[config.mk]
export PLATFORM = sky130hd
export DESIGN_NAME = j17_control_unit_flat
export DESIGN_NICKNAME = d
export VERILOG_FILES = /design/src/rtl/j17_pkg.sv /design/src/rtl/j17_if.sv /design/src/rtl/j17_decoder.sv /design/src/rtl/j17_control_unit.sv /design/src/flat_wrapper.sv
export SDC_FILE = /design/constraint.sdc
export NUM_CORES = 1
export LEC_CHECK = 0
export ABC_CLOCK_PERIOD_IN_PS = 4300
export BUFFER_PORTS_ARGS = -buffer_cell sky130_fd_sc_hd__buf_2
export CORE_MARGIN = 2
export CORE_UTILIZATION = 35
export CTS_CLUSTER_DIAMETER = 30
export CTS_CLUSTER_SIZE = 40
export DETAILED_ROUTE_END_ITERATION = 12
export PLACE_DENSITY_LB_ADDON = 0.3
export SLEW_MARGIN = 20
export SYNTH_ARGS = -nofsm -noshare
export SYNTH_HDL_FRONTEND = slang
export SYNTH_HIERARCHICAL = 1
export SYNTH_SLANG_ARGS = --single-unit
export TNS_END_PERCENT = 10
[constraint.sdc]
create_clock -name clock -period 4.3 [get_ports clock]
set_input_delay 0.43 -clock clock [delete_from_list [all_inputs] [get_ports clock]]
set_output_delay 0.43 -clock clock [all_outputs]
set_load 0.02 [all_outputs]
[src/rtl/j17_pkg.sv]
// Shared types and constants for the J17 control unit: opcode map, FSM states, instruction fields.
package j17_pkg;

  typedef enum logic [2:0] {
    StIdle,
    StFetch,
    StDecode,
    StMemrd,
    StExec,
    StHalt
  } state_e;

  localparam logic [4:0] OpMov     = 5'd12;
  localparam logic [4:0] OpStore   = 5'd13;
  localparam logic [4:0] OpHalt    = 5'd15;
  localparam logic [4:0] OpNop     = 5'd16;
  localparam logic [4:0] OpBrFirst = 5'd17;
  localparam logic [4:0] OpBrLast  = 5'd23;

  localparam int unsigned OpcodeMsb = 31;
  localparam int unsigned OpcodeLsb = 27;
  localparam int unsigned Op1Msb    = 26;
  localparam int unsigned Op1Lsb    = 24;
  localparam int unsigned ImmBit    = 23;
  localparam int unsigned FlagBit   = 22;
  localparam int unsigned Flag1Bit  = 21;
  localparam int unsigned Op2Msb    = 20;

  typedef struct packed {
    logic [4:0] alucode;
    logic [2:0] pc_control;
    logic [1:0] writecode;
    logic       regenable;
    logic [1:0] ramenable;
    logic       is_halt;
    logic       is_nop;
    logic       illegal;
  } dec_t;

endpackage

[src/rtl/j17_if.sv]
// Instruction memory fetch channel between the J17 control unit (master) and imem (slave).
interface j17_if #(
    parameter int unsigned IADDR_W = 10
) ();
  logic               imem_req;
  logic [IADDR_W-1:0] imem_addr;
  logic               imem_ready;
  logic [31:0]        imem_data;

  modport master(output imem_req, imem_addr, input imem_ready, imem_data);
  modport slave(input imem_req, imem_addr, output imem_ready, imem_data);
endinterface

[src/rtl/j17_decoder.sv]
// Combinational opcode decoder producing the J17 datapath control fields.
module j17_decoder
  import j17_pkg::*;
(
    input  logic [4:0] opcode,
    output dec_t       dec
);

  logic [4:0] br_idx;

  always_comb begin
    dec    = '0;
    br_idx = opcode - OpNop;
    if (opcode < OpMov) begin
      dec.alucode   = opcode;
      dec.regenable = 1'b1;
    end else if (opcode == OpMov) begin
      dec.regenable = 1'b1;
      dec.writecode = 2'd1;
    end else if (opcode == OpStore) begin
      dec.ramenable = 2'b01;
    end else if (opcode == OpHalt) begin
      dec.is_halt = 1'b1;
    end else if (opcode == OpNop) begin
      dec.is_nop = 1'b1;
    end else if (opcode >= OpBrFirst && opcode <= OpBrLast) begin
      dec.pc_control = br_idx[2:0];
    end else begin
      dec.illegal = 1'b1;
    end
  end

endmodule

[src/rtl/j17_control_unit.sv]
// Multi-cycle J17 sequencer: fetch, decode, optional RAM-read wait, execute strobes.
module j17_control_unit
  import j17_pkg::*;
#(
    parameter int unsigned MEM_LAT       = 1,
    parameter int unsigned FETCH_TIMEOUT = 15,
    parameter int unsigned IADDR_W       = 10
) (
    input  logic        clock,
    input  logic        resetn,
    input  logic        start,
    j17_if.master       imem,
    input  logic [31:0] pc_in,
    output logic [4:0]  alucode,
    output logic [2:0]  op1,
    output logic        imControl,
    output logic        flag,
    output logic        flag1,
    output logic [20:0] op2,
    output logic        regenable,
    output logic [1:0]  ramenable,
    output logic [2:0]  pcControl,
    output logic [1:0]  writecode,
    output logic        pcadvance,
    output logic        busy,
    output logic        halted,
    output logic        fault,
    output logic [15:0] retired
);

  localparam int unsigned CntMax = (FETCH_TIMEOUT > MEM_LAT) ? FETCH_TIMEOUT : MEM_LAT;
  localparam int unsigned CntW = $clog2(CntMax + 1);
  localparam logic [CntW-1:0] TmoLast = CntW'(FETCH_TIMEOUT - 1);
  localparam logic [CntW-1:0] LatLast = CntW'(MEM_LAT - 1);

  state_e state_q, state_d;
  logic [CntW-1:0] cnt_q, cnt_d;
  logic req_q, req_d;
  logic [IADDR_W-1:0] addr_q, addr_d;
  logic fault_q, fault_d;
  logic enter_exec, load_instr;
  logic regen_q, pcadv_q, busy_q, halted_q;
  logic [1:0] ramen_q;
  logic [15:0] retired_q;
  dec_t dec_new, dec_q;
  logic [2:0] op1_q;
  logic imm_q, flag_q, flag1_q;
  logic [20:0] op2_q;
  logic unused_pc_hi;

  j17_decoder u_decoder (
      .opcode(imem.imem_data[OpcodeMsb:OpcodeLsb]),
      .dec   (dec_new)
  );

  // One counter serves both the fetch timeout and the RAM wait; the states never overlap.
  always_comb begin
    state_d    = state_q;
    cnt_d      = cnt_q;
    req_d      = 1'b0;
    addr_d     = addr_q;
    fault_d    = fault_q;
    enter_exec = 1'b0;
    load_instr = 1'b0;
    unique case (state_q)
      StIdle: begin
        if (start) begin
          state_d = StFetch;
          req_d   = 1'b1;
          addr_d  = pc_in[IADDR_W-1:0];
          cnt_d   = '0;
        end
      end
      StFetch: begin
        if (req_q && imem.imem_ready) begin
          state_d    = StDecode;
          load_instr = 1'b1;
        end else if (cnt_q == TmoLast) begin
          state_d = StHalt;
          fault_d = 1'b1;
        end else begin
          req_d = 1'b1;
          cnt_d = cnt_q + 1'b1;
        end
      end
      StDecode: begin
        if (dec_q.is_halt || dec_q.illegal) begin
          state_d = StHalt;
          fault_d = fault_q | dec_q.illegal;
        end else if (flag_q || flag1_q) begin
          state_d = StMemrd;
          cnt_d   = '0;
        end else begin
          state_d    = StExec;
          enter_exec = 1'b1;
        end
      end
      StMemrd: begin
        if (cnt_q == LatLast) begin
          state_d    = StExec;
          enter_exec = 1'b1;
        end else begin
          cnt_d = cnt_q + 1'b1;
        end
      end
      StExec: begin
        state_d = StFetch;
        req_d   = 1'b1;
        addr_d  = pc_in[IADDR_W-1:0];
        cnt_d   = '0;
      end
      StHalt: ;
      default: state_d = StIdle;
    endcase
  end

  always_ff @(posedge clock) begin
    if (!resetn) begin
      state_q   <= StIdle;
      cnt_q     <= '0;
      req_q     <= 1'b0;
      addr_q    <= '0;
      fault_q   <= 1'b0;
      regen_q   <= 1'b0;
      ramen_q   <= 2'b00;
      pcadv_q   <= 1'b0;
      retired_q <= '0;
      busy_q    <= 1'b0;
      halted_q  <= 1'b0;
      dec_q     <= '0;
      op1_q     <= '0;
      imm_q     <= 1'b0;
      flag_q    <= 1'b0;
      flag1_q   <= 1'b0;
      op2_q     <= '0;
    end else begin
      state_q  <= state_d;
      cnt_q    <= cnt_d;
      req_q    <= req_d;
      addr_q   <= addr_d;
      fault_q  <= fault_d;
      regen_q  <= enter_exec & dec_q.regenable & ~dec_q.is_nop;
      ramen_q  <= enter_exec ? dec_q.ramenable : 2'b00;
      pcadv_q  <= enter_exec;
      busy_q   <= state_d inside {StFetch, StDecode, StMemrd, StExec};
      halted_q <= (state_d == StHalt);
      if (enter_exec) retired_q <= retired_q + 16'd1;
      if (load_instr) begin
        dec_q   <= dec_new;
        op1_q   <= imem.imem_data[Op1Msb:Op1Lsb];
        imm_q   <= imem.imem_data[ImmBit];
        flag_q  <= imem.imem_data[FlagBit];
        flag1_q <= imem.imem_data[Flag1Bit];
        op2_q   <= imem.imem_data[Op2Msb:0];
      end
    end
  end

  assign imem.imem_req  = req_q;
  assign imem.imem_addr = addr_q;
  assign alucode        = dec_q.alucode;
  assign pcControl      = dec_q.pc_control;
  assign writecode      = dec_q.writecode;
  assign op1            = op1_q;
  assign imControl      = imm_q;
  assign flag           = flag_q;
  assign flag1          = flag1_q;
  assign op2            = op2_q;
  assign regenable      = regen_q;
  assign ramenable      = ramen_q;
  assign pcadvance      = pcadv_q;
  assign busy           = busy_q;
  assign halted         = halted_q;
  assign fault          = fault_q;
  assign retired        = retired_q;
  assign unused_pc_hi   = ^pc_in[31:IADDR_W];

endmodule

[src/flat_wrapper.sv]
// flat-port wrapper written by rule: the top's interface ports become plain ports
module j17_control_unit_flat import j17_pkg::*;
#(
    parameter int unsigned MEM_LAT       = 1,
    parameter int unsigned FETCH_TIMEOUT = 15,
    parameter int unsigned IADDR_W       = 10
)
  (clock, resetn, start, pc_in, alucode, op1, imControl, flag, flag1, op2, regenable, ramenable, pcControl, writecode, pcadvance, busy, halted, fault, retired, imem_imem_req, imem_imem_addr, imem_imem_ready, imem_imem_data);
  j17_if #(.IADDR_W(IADDR_W)) imem_i ();
  input  logic clock;
  input  logic resetn;
  input  logic start;
  input  logic [31:0] pc_in;
  output logic [4:0] alucode;
  output logic [2:0] op1;
  output logic imControl;
  output logic flag;
  output logic flag1;
  output logic [20:0] op2;
  output logic regenable;
  output logic [1:0] ramenable;
  output logic [2:0] pcControl;
  output logic [1:0] writecode;
  output logic pcadvance;
  output logic busy;
  output logic halted;
  output logic fault;
  output logic [15:0] retired;
  output wire logic [$bits(imem_i.imem_req)-1:0] imem_imem_req;
  output wire logic [$bits(imem_i.imem_addr)-1:0] imem_imem_addr;
  input wire logic [$bits(imem_i.imem_ready)-1:0] imem_imem_ready;
  input wire logic [$bits(imem_i.imem_data)-1:0] imem_imem_data;
  assign imem_imem_req = imem_i.imem_req;
  assign imem_imem_addr = imem_i.imem_addr;
  assign imem_i.imem_ready = imem_imem_ready;
  assign imem_i.imem_data = imem_imem_data;
  j17_control_unit #(.MEM_LAT(MEM_LAT), .FETCH_TIMEOUT(FETCH_TIMEOUT), .IADDR_W(IADDR_W)) u_core (.clock(clock), .resetn(resetn), .start(start), .imem(imem_i), .pc_in(pc_in), .alucode(alucode), .op1(op1), .imControl(imControl), .flag(flag), .flag1(flag1), .op2(op2), .regenable(regenable), .ramenable(ramenable), .pcControl(pcControl), .writecode(writecode), .pcadvance(pcadvance), .busy(busy), .halted(halted), .fault(fault), .retired(retired));
endmodule
* Word-level counts from Yosys, hierarchy flattened
Index checks and enable logic that the tools add are counted.
** Word-level totals
- Bits in registers :: 84
- Input port bits :: 68
- Output and inout port bits :: 71
- Logic and storage cells :: 119
** Operators by class
- Add/sub/neg operators :: 3
- $lt $le $gt $ge :: 3
- Equality and inequality tests :: 23
- Muxes and demuxes :: 48
- Bitwise operators :: 4
- Reductions and logical operators :: 14
** Operators by type and width (number)
- 3-bit 2-to-1 mux :: 12
- 4-bit 2-to-1 mux :: 7
- 10-bit one-hot mux with 2 select lines :: 1
- 4-bit one-hot mux with 5 select lines :: 1
- 3-bit one-hot mux with 6 select lines :: 1
- 1-bit 2-to-1 mux :: 17
- 16-bit by 1-bit adder with 16-bit output (second input constant) :: 1
- 5-bit by 4-bit equality test with 1-bit output (second input constant) :: 3
- 5-bit 2-to-1 mux :: 3
- 3-bit by 2-bit equality test with 1-bit output (second input constant) :: 4
- 3-bit equality test (second input constant) :: 4
- 10-bit 2-to-1 mux :: 1
- 2-bit inequality test (second input constant) :: 5
- 7-bit AND reduction :: 1
- 3-bit by 1-bit equality test with 1-bit output (second input constant) :: 2
- 2-bit by 1-bit inequality test with 1-bit output (second input constant) :: 3
- 5-bit equality test (second input constant) :: 1
- 5-bit greater-or-equal comparator (second input constant) :: 1
- 5-bit <= comparator (second input constant) :: 1
- 5-bit by 4-bit < comparator with 1-bit output (second input constant) :: 1
- 5-bit nonzero test :: 1
- 4-bit by 1-bit adder with 4-bit output (second input constant) :: 1
- 4-bit equality test (second input constant) :: 1
- 4-bit zero test :: 1
- 14 further kinds :: 21

* Longest topological paths before layout
Gate-level depths: netlist (run 1).
- Word-level depth :: 8
- Mapped depth :: 8
- Mapped depth without buffers :: 6

* Cells and area by module
Netlist (run 1), hierarchy kept.
** By module, submodules not included
- j17_control_unit :: instances 1, cells an instance 421, area an instance 3463.3 µm², sequential area each 1681.6 µm²
- j17_decoder :: instances 1, cells an instance 25, area an instance 166.4 µm², sequential area each 0.0 µm²

* Least setup slack after synthesis (run 1)
OpenSTA, ideal clock, no wires.
- Kind :: register to register
- From :: register u_core.retired_q[4] (netlist: u_core/retired[4])
- To :: register u_core.retired_q[15] (netlist: u_core/retired[15])
- Setup time :: 0.070 ns
- Arrival :: 1.733 ns
- Required time :: 4.230 ns
- Path slack :: 2.496 ns
- Cell stages (with the launch flop) :: 6
- Buffers on the path :: 1
- Clock period less this slack :: 1.804 ns
- Cells stage by stage :: dfxtp_1 -> nand4_2 -> or3_1 -> buf_2 -> or4_1 -> a21oi_1
** On the way
- Longest elaborated chain between the ends :: 1
** RTL lines
- start: declaration :: RTL line j17_control_unit.sv:44 : logic [15:0] retired_q;
- start signal: assignment :: RTL line j17_control_unit.sv:147 : if (enter_exec) retired_q <= retired_q + 16'd1;
- 16-bit by 1-bit adder with 16-bit output :: RTL line j17_control_unit.sv:147
Every way passes these cells.
A chain may end at the register's enable or synchronous reset.

* Final worst setup path (run 1)
- From :: register u_core.state_q[0]
- To :: register u_core.busy_q (netlist: u_core/busy)
** On the way
- Longest elaborated chain between the ends :: 5
- Elaborated cells on any way between the ends :: 16
- Those cells by class :: eq/ne (9); mux (5); reduce/logical (2)
** RTL lines
- start: declaration :: RTL line j17_control_unit.sv:36 : state_e state_q, state_d;
- start signal: assignment :: RTL line j17_control_unit.sv:119 : state_q <= StIdle;
- start signal: assignment :: RTL line j17_control_unit.sv:137 : state_q <= state_d;
- 3-bit 2-to-1 mux :: RTL line j17_control_unit.sv:78 : end else if (cnt_q == TmoLast) begin
- 3-bit 2-to-1 mux :: RTL line j17_control_unit.sv:75 : if (req_q && imem.imem_ready) begin
- 3-bit one-hot mux with 6 select lines * :: RTL line j17_control_unit.sv:65 : unique case (state_q)
- 3-bit by 1-bit equality test with 1-bit output, or another cell as far along :: RTL line j17_control_unit.sv:145 : busy_q <= state_d inside {StFetch, StDecode, StMemrd, StExec};
- 4-bit nonzero test * :: RTL line j17_control_unit.sv:145
- end signal: assignment :: RTL line j17_control_unit.sv:145
- end: declaration :: RTL line j17_control_unit.sv:42 : logic regen_q, pcadv_q, busy_q, halted_q;
Mark *: on every way between the ends. The rest lies on a longest branch, timed or not.

==> results.txt, run 1 <==
WP data required: 4.55 ns
# resized after CTS: 0
critical path peak fanout: 44
PortBufs: 116
count leader, synth: nand2_1
drt pass-1 iters: 4
vias in the first global route: 3090
Final nets: 611
initial DRC count: 158
ys flop type: dfxtp_1
clock sink total: 84
fin util: 42.9%
first-pass GRT wire length: 14400 um
vias: 3367
post-synth top area cell: dfxtp_1
Final Slew Violations: 0
# DRC: 0
row cnt: 37
Die Ht: 106 um
clock-pin slew on the worst setup and hold paths: 0.09 ns
RSZ-0062 raised after global routing: no
antenna violations before repair: 0
Slew @ Worst Pin: 1.03 ns
detailed-route wire length: 8720 um
Commonest cells post-synth: nand2_1, dfxtp_1, a21oi_1
Worst EP arrival: 2.56 ns
synthesized flop and latch total: 84
Tmin final: 2.31 ns
Ports: 139
EDFF count, synth: 0
Pint: 0.00105 W
Starting Density: 35.6%
TritonCTS clock tree: yes
TNS Setup: 0 ns
Avg WL per Cell: 12.8 um
Max Clock Skew: 0.0127 ns
RD Place Congestion: 0.784
Crit. End Element: flop
post-synthesis sequential area ratio: 46.3%
Yosys cell types: 54
YS warnings: 6
fraction of layout cells with a size suffix above 1: 27.0%
PD cells: 327 nW/um2
Hold Fails Final Rpt: 0
Avg Cell Area, Syn: 8.14 um2
Clock power frac: 34.1%
setup bufs post-CTS: 0
post-route ant nets: 0
Synth top area share: 46.3%
DR vias/cell: 4.95
Detail Placement HPWL: 5920 um
net switching power: 0.000375 W
final setup fails: 0
status: completed
maximum clock frequency: 433 MHz
Clock Latency Late Sink: 0.35 ns
Setup CP Type: reg -> reg
ys async rst share: 0%
GR Overflow Total: 0
Area Growth Syn to Fin: 20.4%
number of placed instances, taps included: 664
final cell count without fillers: 680
crit share post-route: 53.7%
Clock Path Buffers: 2
crit path cell chain: or3b_1 -> nor2_4 -> nor3_1 -> a311oi_1
Core ar.: 10200 um2
Gate power share: 9.5%
GR Util All Layers: 15.7%
die width: 106 um
Ant. Diodes: 0
CTS Buf Count: 9
Synth Cell Area: 3630 um2
Worst setup SP type: flop
Rel. slew slack: 31.3%
sw frac: 26.2%
worst min path class: in -> reg
pin count of the biggest net entering global routing: 56
Worst VDD drop: 0.172 mV
Hold Buf Count CTS: 0
leakage power total: 1.80 nW
Post-Syn Instances: 446
Seq pwr share: 56.3%
MaxCap Viol Count: 0
H-tree Lvls: 3
Root Buffer: clkbuf_8
Area contributors post-synth: dfxtp_1, nand2_1, a21oi_1
full die area: 11200 um2
slowest CP cell: nor2_4
Slowest Stage Delay on Critical Path: 0.82 ns
[final cells by class]
cell class	count	area, um2
fillers	1073	5810
inverters	8	30.0
flip-flops and latches	84	1680
repair buffers	119	603
clock inverters	4	26.3
well taps	136	170
multi-input cells	317	1720
clock buffers	12	135
[layout by cell type, fill, tap and decap left out, drive strengths merged, types with 9 or more instances in the layout]
cell,n
or4,9
nand3,9
o31ai,9
nand2,117
dfxtp,84
clkbuf,12
buf,119
a21oi,69
nor2,14
[critical path: cells and delay by family, from the launching register on]
| family | cells | cell delay (ns) |
|---|---|---|
| DFF | 1 | 0.54 |
| AOI/OAI and AO/OA | 1 | 0.26 |
| and+or+nand+nor | 3 | 1.42 |
[kinds of logic (layout without fill, tap and decap cells)]
logic type	after synthesis	after routing	share of synthesized area (%)
other	1	3	0.103
AND/OR/NAND/NOR	204	204	28.2
flip-flops	84	84	46.3
XOR/XNOR	1	1	0.241
multiplexers	4	4	1.14
buffers and inverters	47	143	6.65
adder cells (fa/ha/maj)	4	4	1.38
AO/OA/AOI/OAI	101	101	15.9
[power groups by stage]
stage,Sequential (W),Clock [W],Combinational (W)
after detailed placement,0.000824,0,0.000137
after global routing,0.000808,0.000533,0.000153
after global placement,0.000823,0,0.000135
final,0.000805,0.000488,0.000136
after floorplan,0.000837,0,0.0000734
after CTS,0.000806,0.000506,0.000138
[final timing paths]
kind,cells after the start,start,slack (ns),end
hold / removal,3,pc_in[2],0.30,u_core/imem.imem_addr[2]
setup reg to reg,4,u_core/state_q[0],1.99,u_core/busy
hold reg to reg,1,u_core/dec_q[1],0.43,u_core/regenable
setup / recovery,4,u_core/state_q[0],1.99,u_core/busy
[state kept, by name, summed over array words and instances (netlist names), 2 cells and up]
register and flops:
u_core/writecode 2, u_core/ramenable 2, u_core/retired 16, u_core/alucode 5
u_core/pcControl 3, u_core/op1 3, u_core/imem.imem_addr 10, u_core/op2 21
u_core/dec_q 6, u_core/cnt_q 4, u_core/state_q 3
[through the flow]
stage                     setup slack, ns  area [um2]  power (W)  hold slack (ns)
after floorplan                      2.50        3640   0.000911            0.400
after global placement               2.00        4200   0.000959            0.414
after detailed placement             1.99        4210   0.000961            0.415
after CTS                            1.96        4370    0.00145            0.289
after global routing                 1.74        4370    0.00150            0.296
final                                1.99        4370    0.00143            0.302
[metal layers]
metal / part of all wire (%) / GRT usage (%) / vias to the layer above
met5: 0 / 0 / -
met3: 4.0 / 3.83 / 10
li1: - / - / 1707
met1: 44 / 19.1 / 1588
met4: 1.5 / 6.02 / 0
met2: 51 / 26.8 / 62
(Power assumes the default switching activity.)
==> inputs of run 2 (changes only) <==
--- a/config.mk
+++ b/config.mk
@@ -5,7 +5,7 @@
 export SDC_FILE = /design/constraint.sdc
 export NUM_CORES = 1
 export LEC_CHECK = 0
-export ABC_CLOCK_PERIOD_IN_PS = 4300
+export ABC_CLOCK_PERIOD_IN_PS = 2020
 export BUFFER_PORTS_ARGS = -buffer_cell sky130_fd_sc_hd__buf_2
 export CORE_MARGIN = 2
 export CORE_UTILIZATION = 35
==> constraint.sdc (replaced) <==
create_clock -name clock -period 2.02 [get_ports clock]
set_input_delay 0.202 -clock clock [delete_from_list [all_inputs] [get_ports clock]]
set_output_delay 0.202 -clock clock [all_outputs]
set_load 0.02 [all_outputs]
==> run 2 against run 1 <==
Compared with the run above: via count increased by 0.95%; clock-buffer cell count shrank 2; final area up 3.3%; sequential cell count unchanged; sequential share of layout area decreased by 1.2 points; first-iteration DRC count increased by 27%; routed wire length is 2.9% higher; combinational power is 130% higher; cell count grew 1.3%; die area did not move; hold slack worse by 0.23 ns; total power increased by 130%; critical endpoint unchanged.
==> results.txt, run 2 (synthesis results as in run 1) <==
Worst VDD drop: 0.347 mV
number of placed instances, taps included: 673
Slew @ Worst Pin: 0.736 ns
Worst EP arrival: 2.10 ns
Setup WS pre-CTS: 0.150 ns
full die area: 11200 um2
crit share post-route: 93.6%
Detail Placement HPWL: 6350 um
final cell count without fillers: 689
Rel. slew slack: 50.6%
HP Start: imem_imem_data[4]
R2R Path End: u_core/busy
drt pass-1 iters: 4
Clock Path Buffers: 2
Worst setup SP type: flop
routing usage on met1: 20.4%
Worst Hold End: u_core/op2[4]
reg2reg path depth: 5
Crit. End Element: flop
Core ar.: 10200 um2
PD cells: 744 nW/um2
Clock Latency Late Sink: 0.35 ns
Setup CP Type: reg -> reg
hold path depth: 3
clock-pin slew on the worst setup and hold paths: 0.09 ns
Avg WL per Cell: 13.0 um
Area Growth Syn to Fin: 24.4%
fraction of layout cells with a size suffix above 1: 28.6%
first-pass GRT wire length: 14900 um
met3 usage: 4.82%
TritonCTS clock tree: yes
Starting Density: 35.6%
Top Usage Layer GRT: met2
status: completed
final setup fails: 0
# DRC: 0
detailed-route wire length: 8970 um
Fill cells: 1084
Hold Fails Final Rpt: 0
GR Util All Layers: 16.4%
r2r setup slk: 0.13 ns
Tmin final: 1.89 ns
leakage power total: 1.88 nW
Max Clock Skew: 0.0120 ns
GR Util met2: 26.5%
MaxCap Viol Count: 0
die width: 106 um
GR Overflow Total: 0
Final nets: 620
most frequent cells in the layout: nand2_1, buf_2, dfxtp_1
pin count of the biggest net entering global routing: 45
worst r2r src: u_core/state_q[2]
Ant. Diodes: 0
initial DRC count: 201
Root Buffer: clkbuf_8
DR vias/cell: 4.93
row cnt: 37
Min Hold Slack: 0.0745 ns
antenna violations before repair: 0
vias in the first global route: 3091
CTS Buf Count: 9
max reg flops: 21
H-tree Lvls: 3
RD Place Congestion: 0.839
Die Ht: 106 um
PortBufs: 116
Ports: 139
vias: 3399
maximum clock frequency: 529 MHz
Final Slew Violations: 0
Worst Slack Setup Final: 0.130 ns
clock sink total: 84
post-route ant nets: 0
worst min path class: in -> reg
most common cell after layout, fill and taps aside: nand2_1
critical path peak fanout: 12
WP data required: 2.23 ns
run 2: worst max-delay path by stage:
stage / startpoint / endpoint / slack (ns) / cells after the start
after global placement: u_core/state_q[1] / u_core/retired[13] / 0.18 / 5
final: u_core/state_q[2] / u_core/busy / 0.13 / 5
after detailed placement: u_core/state_q[1] / u_core/retired[7] / 0.15 / 5
after global routing: u_core/cnt_q[0] / u_core/busy / -0.06 / 8
after floorplan: u_core/retired[4] / u_core/retired[15] / 0.22 / 5
after CTS: u_core/state_q[1] / u_core/retired[7] / 0.13 / 5
run 2: power by group:
group | total [W] | internal [W] | leakage (nW) | switching (W)
Sequential | 0.00172 | 0.00169 | 0.680 | 0.0000251
Combinational | 0.000311 | 0.000123 | 1.08 | 0.000188
Clock | 0.00133 | 0.000730 | 0.113 | 0.000601
run 2: worst max-delay path: stages, from the launching register on:
cell       delay [ns]
dfxtp_1          0.59
and3b_1          0.27
nor2b_1          0.16
a2111oi_0        0.46
buf_4            0.20
a311oi_1         0.08
run 2: final cells by class:
type	count	area [um2]	area share (%)
Sequential cell	84	1680	37.3
Multi-Input combinational cell	317	1730	38.2
Inverter	8	30.0	0.665
Timing Repair Buffer	128	683	15.1
Clock buffer	10	138	3.05
Clock inverter	6	86.3	1.91
Tap cell	136	170	3.77
run 2: repair_timing:
| item | in CTS | in global routing |
|---|---|---|
| gates resized for setup | 0 | 1 |
| buffers inserted | 0 | 0 |
| endpoints found under the setup margin | 0 | 4 |
| hold buffers | 0 | 0 |
run 2: per-stage QoR:
step                      cell area (um2)  setup TNS, ns  util, %  power [W]
after floorplan                      3640              0        -    0.00194
after global placement               4280              0     42.1    0.00206
after detailed placement             4280              0     42.1    0.00206
after CTS                            4510              0     44.3    0.00341
after global routing                 4510        -0.0564     44.3    0.00354
final                                4510              0     44.3    0.00336
run 2: routing by layer:
| layer | part of all wire (%) | up-vias |
|---|---|---|
| li1 | - | 1724 |
| met1 | 44 | 1582 |
| met2 | 49 | 79 |
| met3 | 4.4 | 14 |
| met4 | 2.1 | 0 |
| met5 | 0 | - |
